===== src/rtl/stage_mem_pkg.sv =====
// Shared types for the memory-access stage: memory op encodings, FSM states, op decode helpers.
package stage_mem_pkg;

  typedef enum logic [3:0] {
    MemNop = 4'd0,
    MemLb  = 4'd1,
    MemLh  = 4'd2,
    MemLw  = 4'd3,
    MemLbu = 4'd4,
    MemLhu = 4'd5,
    MemSb  = 4'd6,
    MemSh  = 4'd7,
    MemSw  = 4'd8
  } mem_op_e;

  typedef enum logic [1:0] {
    StIdle   = 2'd0,
    StAccess = 2'd1,
    StDone   = 2'd2
  } mem_st_e;

  // Byte count of an access; 0 marks NOP and any unknown encoding.
  function automatic logic [2:0] op_bytes(input logic [3:0] op);
    logic [2:0] n;
    case (op)
      MemLb, MemLbu, MemSb: n = 3'd1;
      MemLh, MemLhu, MemSh: n = 3'd2;
      MemLw, MemSw:         n = 3'd4;
      default:              n = 3'd0;
    endcase
    return n;
  endfunction

  function automatic logic op_is_store(input logic [3:0] op);
    return (op == MemSb) || (op == MemSh) || (op == MemSw);
  endfunction

endpackage


===== src/rtl/mem_load_ext.sv =====
// Sign/zero extension of assembled load bytes into a register-width result.
module mem_load_ext
  import stage_mem_pkg::*;
(
  input  logic [3:0]  op_i,
  input  logic [31:0] buf_i,
  output logic [31:0] data_o
);

  always_comb begin
    data_o = buf_i;
    case (op_i)
      MemLb:   data_o = {{24{buf_i[7]}}, buf_i[7:0]};
      MemLh:   data_o = {{16{buf_i[15]}}, buf_i[15:0]};
      MemLbu:  data_o = {24'h0, buf_i[7:0]};
      MemLhu:  data_o = {16'h0, buf_i[15:0]};
      default: data_o = buf_i;
    endcase
  end

endmodule


===== src/rtl/stage_mem.sv =====
// Pipeline memory stage: pass-through for non-memory ops, byte-serial req/ack access for
// loads and stores with a stall request held until the access completes.
module stage_mem
  import stage_mem_pkg::*;
#(
  parameter int unsigned ADDR_WIDTH = 32,
  parameter int unsigned XLEN       = 32
) (
  input  logic                  clk,
  input  logic                  rst,
  input  logic [3:0]            mem_op,
  input  logic [ADDR_WIDTH-1:0] mem_addr,
  input  logic [XLEN-1:0]       mem_wdata,
  input  logic [4:0]            reg_waddr_i,
  input  logic                  we_i,
  input  logic [XLEN-1:0]       reg_wdata_i,
  output logic [4:0]            reg_waddr_o,
  output logic                  we_o,
  output logic [XLEN-1:0]       reg_wdata_o,
  output logic                  stallreq,
  output logic                  bus_req,
  output logic                  bus_we,
  output logic [ADDR_WIDTH-1:0] bus_addr,
  output logic [7:0]            bus_dout,
  input  logic [7:0]            bus_din,
  input  logic                  bus_ack
);

  mem_st_e               state_q, state_d;
  logic [1:0]            cnt_q, cnt_d;
  logic [XLEN-1:0]       buf_q, buf_d;
  logic                  bus_req_q, bus_req_d;
  logic                  bus_we_q, bus_we_d;
  logic [ADDR_WIDTH-1:0] bus_addr_q, bus_addr_d;
  logic [7:0]            bus_dout_q, bus_dout_d;

  logic [2:0]      n_bytes;
  logic            is_mem, is_store, is_load, last_byte;
  logic [1:0]      cnt_nxt;
  logic [XLEN-1:0] load_data;

  assign n_bytes   = op_bytes(mem_op);
  assign is_mem    = (n_bytes != 3'd0);
  assign is_store  = op_is_store(mem_op);
  assign is_load   = is_mem && !is_store;
  assign last_byte = (({1'b0, cnt_q} + 3'd1) == n_bytes);
  assign cnt_nxt   = cnt_q + 2'd1;

  mem_load_ext u_load_ext (
    .op_i   (mem_op),
    .buf_i  (buf_q),
    .data_o (load_data)
  );

  always_comb begin
    state_d    = state_q;
    cnt_d      = cnt_q;
    buf_d      = buf_q;
    bus_req_d  = bus_req_q;
    bus_we_d   = bus_we_q;
    bus_addr_d = bus_addr_q;
    bus_dout_d = bus_dout_q;
    unique case (state_q)
      StIdle: begin
        if (is_mem) begin
          state_d    = StAccess;
          cnt_d      = 2'd0;
          bus_req_d  = 1'b1;
          bus_we_d   = is_store;
          bus_addr_d = mem_addr;
          bus_dout_d = mem_wdata[7:0];
        end
      end
      StAccess: begin
        if (bus_ack) begin
          if (!is_store) buf_d[{cnt_q, 3'b000} +: 8] = bus_din;
          if (last_byte) begin
            state_d   = StDone;
            bus_req_d = 1'b0;
            bus_we_d  = 1'b0;
          end else begin
            // Next byte issues on the following cycle with no idle gap on the bus.
            cnt_d      = cnt_nxt;
            bus_addr_d = bus_addr_q + ADDR_WIDTH'(1);
            bus_dout_d = mem_wdata[{cnt_nxt, 3'b000} +: 8];
          end
        end
      end
      StDone:  state_d = StIdle;
      default: state_d = StIdle;
    endcase
  end

  always_ff @(posedge clk) begin
    if (!rst) begin
      state_q    <= StIdle;
      cnt_q      <= 2'd0;
      buf_q      <= '0;
      bus_req_q  <= 1'b0;
      bus_we_q   <= 1'b0;
      bus_addr_q <= '0;
      bus_dout_q <= 8'h0;
    end else begin
      state_q    <= state_d;
      cnt_q      <= cnt_d;
      buf_q      <= buf_d;
      bus_req_q  <= bus_req_d;
      bus_we_q   <= bus_we_d;
      bus_addr_q <= bus_addr_d;
      bus_dout_q <= bus_dout_d;
    end
  end

  // Every output is forced low while reset is held, independent of the registered state.
  always_comb begin
    reg_waddr_o = 5'd0;
    we_o        = 1'b0;
    reg_wdata_o = '0;
    stallreq    = 1'b0;
    bus_req     = 1'b0;
    bus_we      = 1'b0;
    bus_addr    = '0;
    bus_dout    = 8'h0;
    if (rst) begin
      reg_waddr_o = reg_waddr_i;
      we_o        = we_i;
      reg_wdata_o = ((state_q == StDone) && is_load) ? load_data : reg_wdata_i;
      stallreq    = ((state_q == StIdle) && is_mem) || (state_q == StAccess);
      bus_req     = bus_req_q;
      bus_we      = bus_we_q;
      bus_addr    = bus_addr_q;
      bus_dout    = bus_dout_q;
    end
  end

endmodule


===== config.mk =====
export PLATFORM = sky130hd
export DESIGN_NAME = stage_mem
export DESIGN_NICKNAME = d
export VERILOG_FILES = /design/src/rtl/stage_mem_pkg.sv /design/src/rtl/mem_load_ext.sv /design/src/rtl/stage_mem.sv
export SDC_FILE = /design/constraint.sdc
export NUM_CORES = 1
export LEC_CHECK = 0
export CORE_MARGIN = 4
export CORE_UTILIZATION = 45
export DETAILED_ROUTE_END_ITERATION = 6
export PLACE_DENSITY = 0.79
export RECOVER_POWER = 25
export SLEW_MARGIN = 20
export SYNTH_ARGS = -nofsm -noshare
export SYNTH_HDL_FRONTEND = slang
export SYNTH_SLANG_ARGS = --single-unit
export TNS_END_PERCENT = 5

===== constraint.sdc =====
create_clock -name clk -period 3 [get_ports clk]
set_input_delay 0.3 -clock clk [delete_from_list [all_inputs] [get_ports clk]]
set_output_delay 0.3 -clock clk [all_outputs]
set_load 0.01 [all_outputs]

; ---- Yosys cells after proc, flatten, opt, wreduce, memory -nomap -nowiden
; Memory sizes are Yosys's and may differ from the RTL's.
; Index checks and enable logic that the tools add are counted.
[totals]
reg_bits = 78
latchBits = 0
ram_bits = 0
romBits = 48
input_bits = 117
out_inout_bits = 81
wordCells = 77
mem_count = 1
[op_classes]
add_sub_neg = 4
multipliers = 0
n_div = 0
magnitude_cmp = 0
eq_ne = 14
n_shift = 3
muxes = 33
bitwise_logic = 1
n_reduce_logical = 14
[memory_table]
columns = memory, words, word_bits, rd, rd_ports_with_merged_regs, write_ports, line
row1 = (no name shown), 16, 3, 1, 0, 0, stage_mem_pkg.sv:25  ; case (op)
[ops]
columns = operator, n
row1 = two-way mux 32 bit, 6
row2 = case mux 32 bit (4 select lines), 1
row3 = case mux 32 bit (2 select lines), 1
row4 = "adder 32 x 1 -> 32 bit, second input constant", 1
row5 = bitwise mux 32 bit, 1
row6 = two-way mux 8 bit, 4
row7 = "variable shift 8 x 7 -> 32 bit, first input constant", 1
row8 = variable part select 32 x 6 -> 8 bit, 1
row9 = variable part select 8 x 7 -> 32 bit, 1
row10 = "== test 4 x 3 -> 1 bit, second input constant", 4
row11 = case mux 8 bit (2 select lines), 1
row12 = two-way mux 2 bit, 6
row13 = two-way mux 1 bit, 8
row14 = "inequality test 2 bit, second input constant", 4
row15 = case mux 2 bit (2 select lines), 2
row16 = AND reduction 4 bit, 2
row17 = negator 5 -> 7 bit, 1
row18 = AND reduction 3 bit, 2
row19 = two-way mux 5 bit, 1
row20 = "== test 4 x 1 -> 1 bit, second input constant", 1
row21 = "== test 4 x 2 -> 1 bit, second input constant", 1
row22 = "== test 4 bit, second input constant", 1
row23 = case mux 1 bit (2 select lines), 2
row24 = "adder 2 x 1 -> 3 bit, second input constant", 1
row25 = 11 further kinds, 15

; ---- Longest topological paths before layout
[depth]
ltp_word = 8
ltp_mapped = 10
ltp_nobuf = 8

; ---- Modules after synthesis
; A second synthesis with hierarchy kept.
[hier_totals]
hier_cells = 790
area_unflattened_um2 = 5521.5
[modules_own_cells]
columns = module, n_inst, cells_each, area_each_um2, seq_area_each_um2
row1 = stage_mem, 1, 741, 5124.9, 1561.5
row2 = mem_load_ext, 1, 49, 396.6, 0.0

; ---- Worst setup path before layout
; Ideal clock, no wire load.
[synth_timing]
path_type = reg2reg
start = reg cnt_q[0]
end = reg bus_dout_q[3]
setup_ns = 0.127
t_arrival_ns = 2.225
required_ns = 2.873
path_slack_ns = 0.649
stages_incl_launch_ff = 11
n_path_buf = 2
synth_period_minus_slack_ns = 2.351
path_cell_list = dfxtp_1 > clkinv_1 > ha_1 > inv_1 > a2111o_1 > o2111ai_2 > a31o_1 > buf_6 > buf_6 > a221oi_1 > nor3b_2
[synth_between]
elab_chain_len = 5
word_cells_on_any_way = 9
cone_classes = add/sub: 2 / eq/ne: 2 / shift: 1 / mux: 3 / reduce/logical: 1
[synth_lines]
columns = item, line
row1 = start: declaration, stage_mem.sv:30  ; logic [1:0] cnt_q, cnt_d;
row2 = start signal: assignment, stage_mem.sv:105  ; cnt_q <= cnt_d;
row3 = adder 2 x 1 -> 2 bit, stage_mem.sv:47  ; assign cnt_nxt = cnt_q + 2'd1;
row4 = variable part select 32 x 6 -> 8 bit, stage_mem.sv:85  ; bus_dout_d = mem_wdata[{cnt_nxt, 3'b000} +: 8];
row5 = two-way mux 8 bit, stage_mem.sv:77  ; if (last_byte) begin
row6 = two-way mux 8 bit, stage_mem.sv:75  ; if (bus_ack) begin
row7 = case mux 8 bit (2 select lines), stage_mem.sv:63  ; unique case (state_q)
row8 = end signal: assignment, stage_mem.sv:110  ; bus_dout_q <= bus_dout_d;
row9 = end: declaration, stage_mem.sv:35  ; logic [7:0] bus_dout_q, bus_dout_d;
; Several ways; a longest one is shown, not always the timed one. The select of a mux whose other input is x is not followed.
; A chain may end at the register's enable or synchronous reset.

; ---- Final worst setup path
[layout_timing]
start = in mem_op[2]
end = out reg_wdata_o[28]
[layout_between]
elab_chain_len = 8
word_cells_on_any_way = 17
cone_classes = eq/ne: 7 / mux: 3 / reduce/logical: 6 / memory: 1
[layout_lines]
columns = item, line
row1 = start: declaration, stage_mem.sv:11  ; input logic [3:0] mem_op,
row2 = branches (longest 6 deep; another with memory (16 x 3 bit)), --
row3 = two-way mux 32 bit (*), stage_mem.sv:127  ; reg_wdata_o = ((state_q == StDone) && is_load) ? load_data : reg_wdata_i;
row4 = two-way mux 32 bit (*), stage_mem.sv:124  ; if (rst) begin
row5 = end: declaration, stage_mem.sv:19  ; output logic [XLEN-1:0] reg_wdata_o,
; Every way passes the cells marked *.

==> impl_metrics.json <==
{
  "cp-start-kind": "input pin",
  "post_synth.cell_area_avg_um2": 7.272,
  "nNetsFinal": 1012,
  "ys_seq_area_frac": 0.3028,
  "antenna_cells": 0,
  "drc": 0,
  "drv_cap": 0,
  "grt-ovfl-total": 0,
  "hp-class": "flip-flop to flip-flop",
  "slew_viol_final": 0,
  "drt_wl_total_um": 17080,
  "die_area_um2": 13240,
  "fill_cells": 958,
  "cpMaxStageDelayCell": "clkdlybuf4s50_1",
  "gp_congestion": 0.8558,
  "min_from": "buf_q[25]$_SDFFE_PN0P_",
  "rr_worst_depth": 8,
  "cts_tree": "yes",
  "grt_setup_unrepaired": "no",
  "min_period_over_period": 0.9543,
  "cp_max_fo": 16,
  "synth_edf_count": 0,
  "drive_above_1_share": 0.07279,
  "wl_per_cell_um": 16.53,
  "grt_pass1_wl_um": 27460,
  "async_flop_share": 0,
  "p_per_area_nw_per_um2": 410.6,
  "cts_buffer_depth": 2,
  "hold_end": "buf_q[25]$_SDFFE_PN0P_",
  "antenna_found_initial": 0,
  "drt.antenna.violating_nets": 0,
  "port_buffers": 197,
  "cts_setup_buffers": 0,
  "finalClockSkew_ps": 7.242,
  "swShare": 0.2969,
  "internal_power_w": 0.002179,
  "wl_met3_um": 1463,
  "most-common-layout-cells": "clkdlybuf4s50_1, nand2_1, dfxtp_1, a21oi_1, nor2_1",
  "hold_viol_final": 0,
  "viasPerCell": 5.699,
  "synth_seq_cells": 78,
  "required_ps": 2700,
  "worstPathArrival_ps": 2560,
  "r2r-end": "buf_q[11]$_SDFFE_PN0P_",
  "crit_path_end_kind": "output port",
  "wl_met1_um": 7048,
  "cp_cell_sequence": "clkdlybuf4s50_1 > nor3_2 > a2111oi_4 > nand2_2 > a31o_4 > a21oi_1 > nor2_1 > clkdlybuf4s50_1",
  "syn_inst": 709,
  "switchingPower_w": 0.0009201,
  "outcome": "complete, no violations",
  "cts.clk_slew.worst_paths_ps": 60,
  "syn2layout_area_growth_pct": 46.35,
  "clock_latency_ps": 330,
  "p_clk_frac": 0.338,
  "yosysWarningCount": 0,
  "min_delay_path_depth": 2,
  "worst_pin_slew_ps": 886.2,
  "min_period_ps": 2863,
  "mostFrequentLayoutCell": "clkdlybuf4s50_1",
  "clockRootBuffer": "clkbuf_16",
  "syn_area_um2": 5156,
  "dieWidth_um": 115.0,
  "dp_hpwl_um": 12810,
  "wl_met2_um": 8291,
  "irDropWorstVdd_v": 0.0003037,
  "p_leak_nw": 2.840,
  "postCtsHoldBufs": 0,
  "drt_iter0_drc": 489,
  "worstSetupPathType": "input pin to output port",
  "fp-row-count": 38,
  "io_pins": 198,
  "core_um2": 11030,
  "vias": 5887,
  "ys_types": 62,
  "initial_utilization": 0.4674,
  "finalPower_w": 0.003099,
  "dr.pass1.iters": 5,
  "crit_top_cell": "clkdlybuf4s50_1",
  "top_layer_used": "met4",
  "timing.rr.start": "state_q[0]$_SDFFE_PN0P_",
  "grt_pass1_vias": 5703,
  "p_seq_frac": 0.381,
  "critPathMaxStageDelay_ps": 600,
  "setup_tns_ps": 0,
  "fmax_mhz": 349.3,
  "synth_ff_type": "dfxtp_1",
  "synth_fp_nets": 833,
  "cts_buffers": 9,
  "relSlewSlack": 0.4092,
  "ff2ff_setup_slack_ps": 370,
  "cts_sinks": 78,
  "grt_max_degree": 60,
  "finalSetupViolCount": 0,
  "htree_levels": 3,
  "die_h_um": 115.0,
  "grt_usage": 0.2511,
  "combPwrFrac": 0.281
}
==> flip-flops by register name, indices dropped and copies added, names as in the netlist <==
signal      flops
bus_req_q       1
bus_we_q        1
cnt_q           2
bus_dout_q      8
buf_q          32
state_q         2
bus_addr_q     32
==> cells in the mapped netlist, types with 15 or more instances <==
library cell,number,share of area
nand3_1,49,0.048
and2_1,40,0.049
a21boi_0,33,0.048
o21ai_0,54,0.052
dfxtp_1,78,0.30
nor3_1,15,0.015
inv_1,21,0.015
nor2_1,57,0.041
clkbuf_1,34,0.025
a21oi_1,59,0.057
nand2_1,99,0.072
mux2i_1,18,0.035
==> power groups by stage <==
stage | combinational (W) | clock [W] | sequential, W
final | 0.000872 | 0.00105 | 0.00118
after global routing | 0.000947 | 0.00110 | 0.00119
after CTS | 0.000881 | 0.00105 | 0.00118
after detailed placement | 0.000876 | 0 | 0.00120
after global placement | 0.000855 | 0 | 0.00119
after floorplan | 0.000473 | 0 | 0.00118
==> worst max path at each step <==
| stage | from | endpoint |
|---|---|---|
| final | mem_op[2] | reg_wdata_o[28] |
| after global routing | mem_op[2] | reg_wdata_o[30] |
| after CTS | mem_op[2] | reg_wdata_o[30] |
| after detailed placement | mem_op[2] | reg_wdata_o[30] |
| after global placement | mem_op[2] | reg_wdata_o[1] |
| after floorplan | cnt_q[0]$_SDFFE_PN0P_ | bus_dout_q[3]$_SDFFE_PN0P_ |
==> through the flow <==
| stage | std cells | util | worst slack, ps | cell area (um^2) | hold WS, ps |
|---|---|---|---|---|---|
| after floorplan | 709 | - | 648.5 | 5156 | 440.6 |
| after global placement | 1017 | 0.6583 | 183.9 | 7262 | 451.2 |
| after detailed placement | 1017 | 0.6583 | 73.27 | 7262 | 457.6 |
| after CTS | 1033 | 0.6843 | 65.75 | 7548 | 464.2 |
| after global routing | 1033 | 0.6841 | 9.184 | 7546 | 486.7 |
| final | 1033 | 0.6841 | 137.1 | 7546 | 461.3 |
==> worst max-delay path: cells and delay by family <==
kind            cells  cell delay, ps
simple gates        3             290
buf+inv             2            1080
compound gates      3             890
==> final cells by class <==
type                       count  area (um^2)  area share
multi-input combinational    556         3281      0.4348
timing repair buffer         220         2156      0.2857
clock inverter                 4        20.02    0.002653
tap                          140        175.2     0.02321
inverter                      23        86.33     0.01144
sequential                    78         1562      0.2069
clock buffer                  12        266.5     0.03532
==> logic make-up (layout without fill, tap and decap cells) <==
family | Yosys count | in the layout | share of synthesized area
XOR/XNOR | 3 | 3 | 0.005097
adder cells (fa/ha/maj) | 7 | 7 | 0.01699
multiplexers | 18 | 18 | 0.03494
AND/OR/NAND/NOR | 317 | 317 | 0.3075
flip-flops | 78 | 78 | 0.3028
buffers and inverters | 75 | 259 | 0.06358
AO/OA/AOI/OAI | 211 | 211 | 0.2691
==> layer usage <==
metal | vias up | GRT usage
met4 | 0 | 0.08138
met5 | - | 0
met2 | 276 | 0.4174
met3 | 25 | 0.04579
met1 | 2717 | 0.3298
li1 | 2869 | -
==> timing repair <==
| action | CTS | global route |
|---|---|---|
| resized for setup | 0 | 3 |
| endpoints found under the setup margin | 0 | 26 |
| endpoints found under the hold margin | 0 | 0 |
Note: power is estimated with default switching activity, not from simulation.
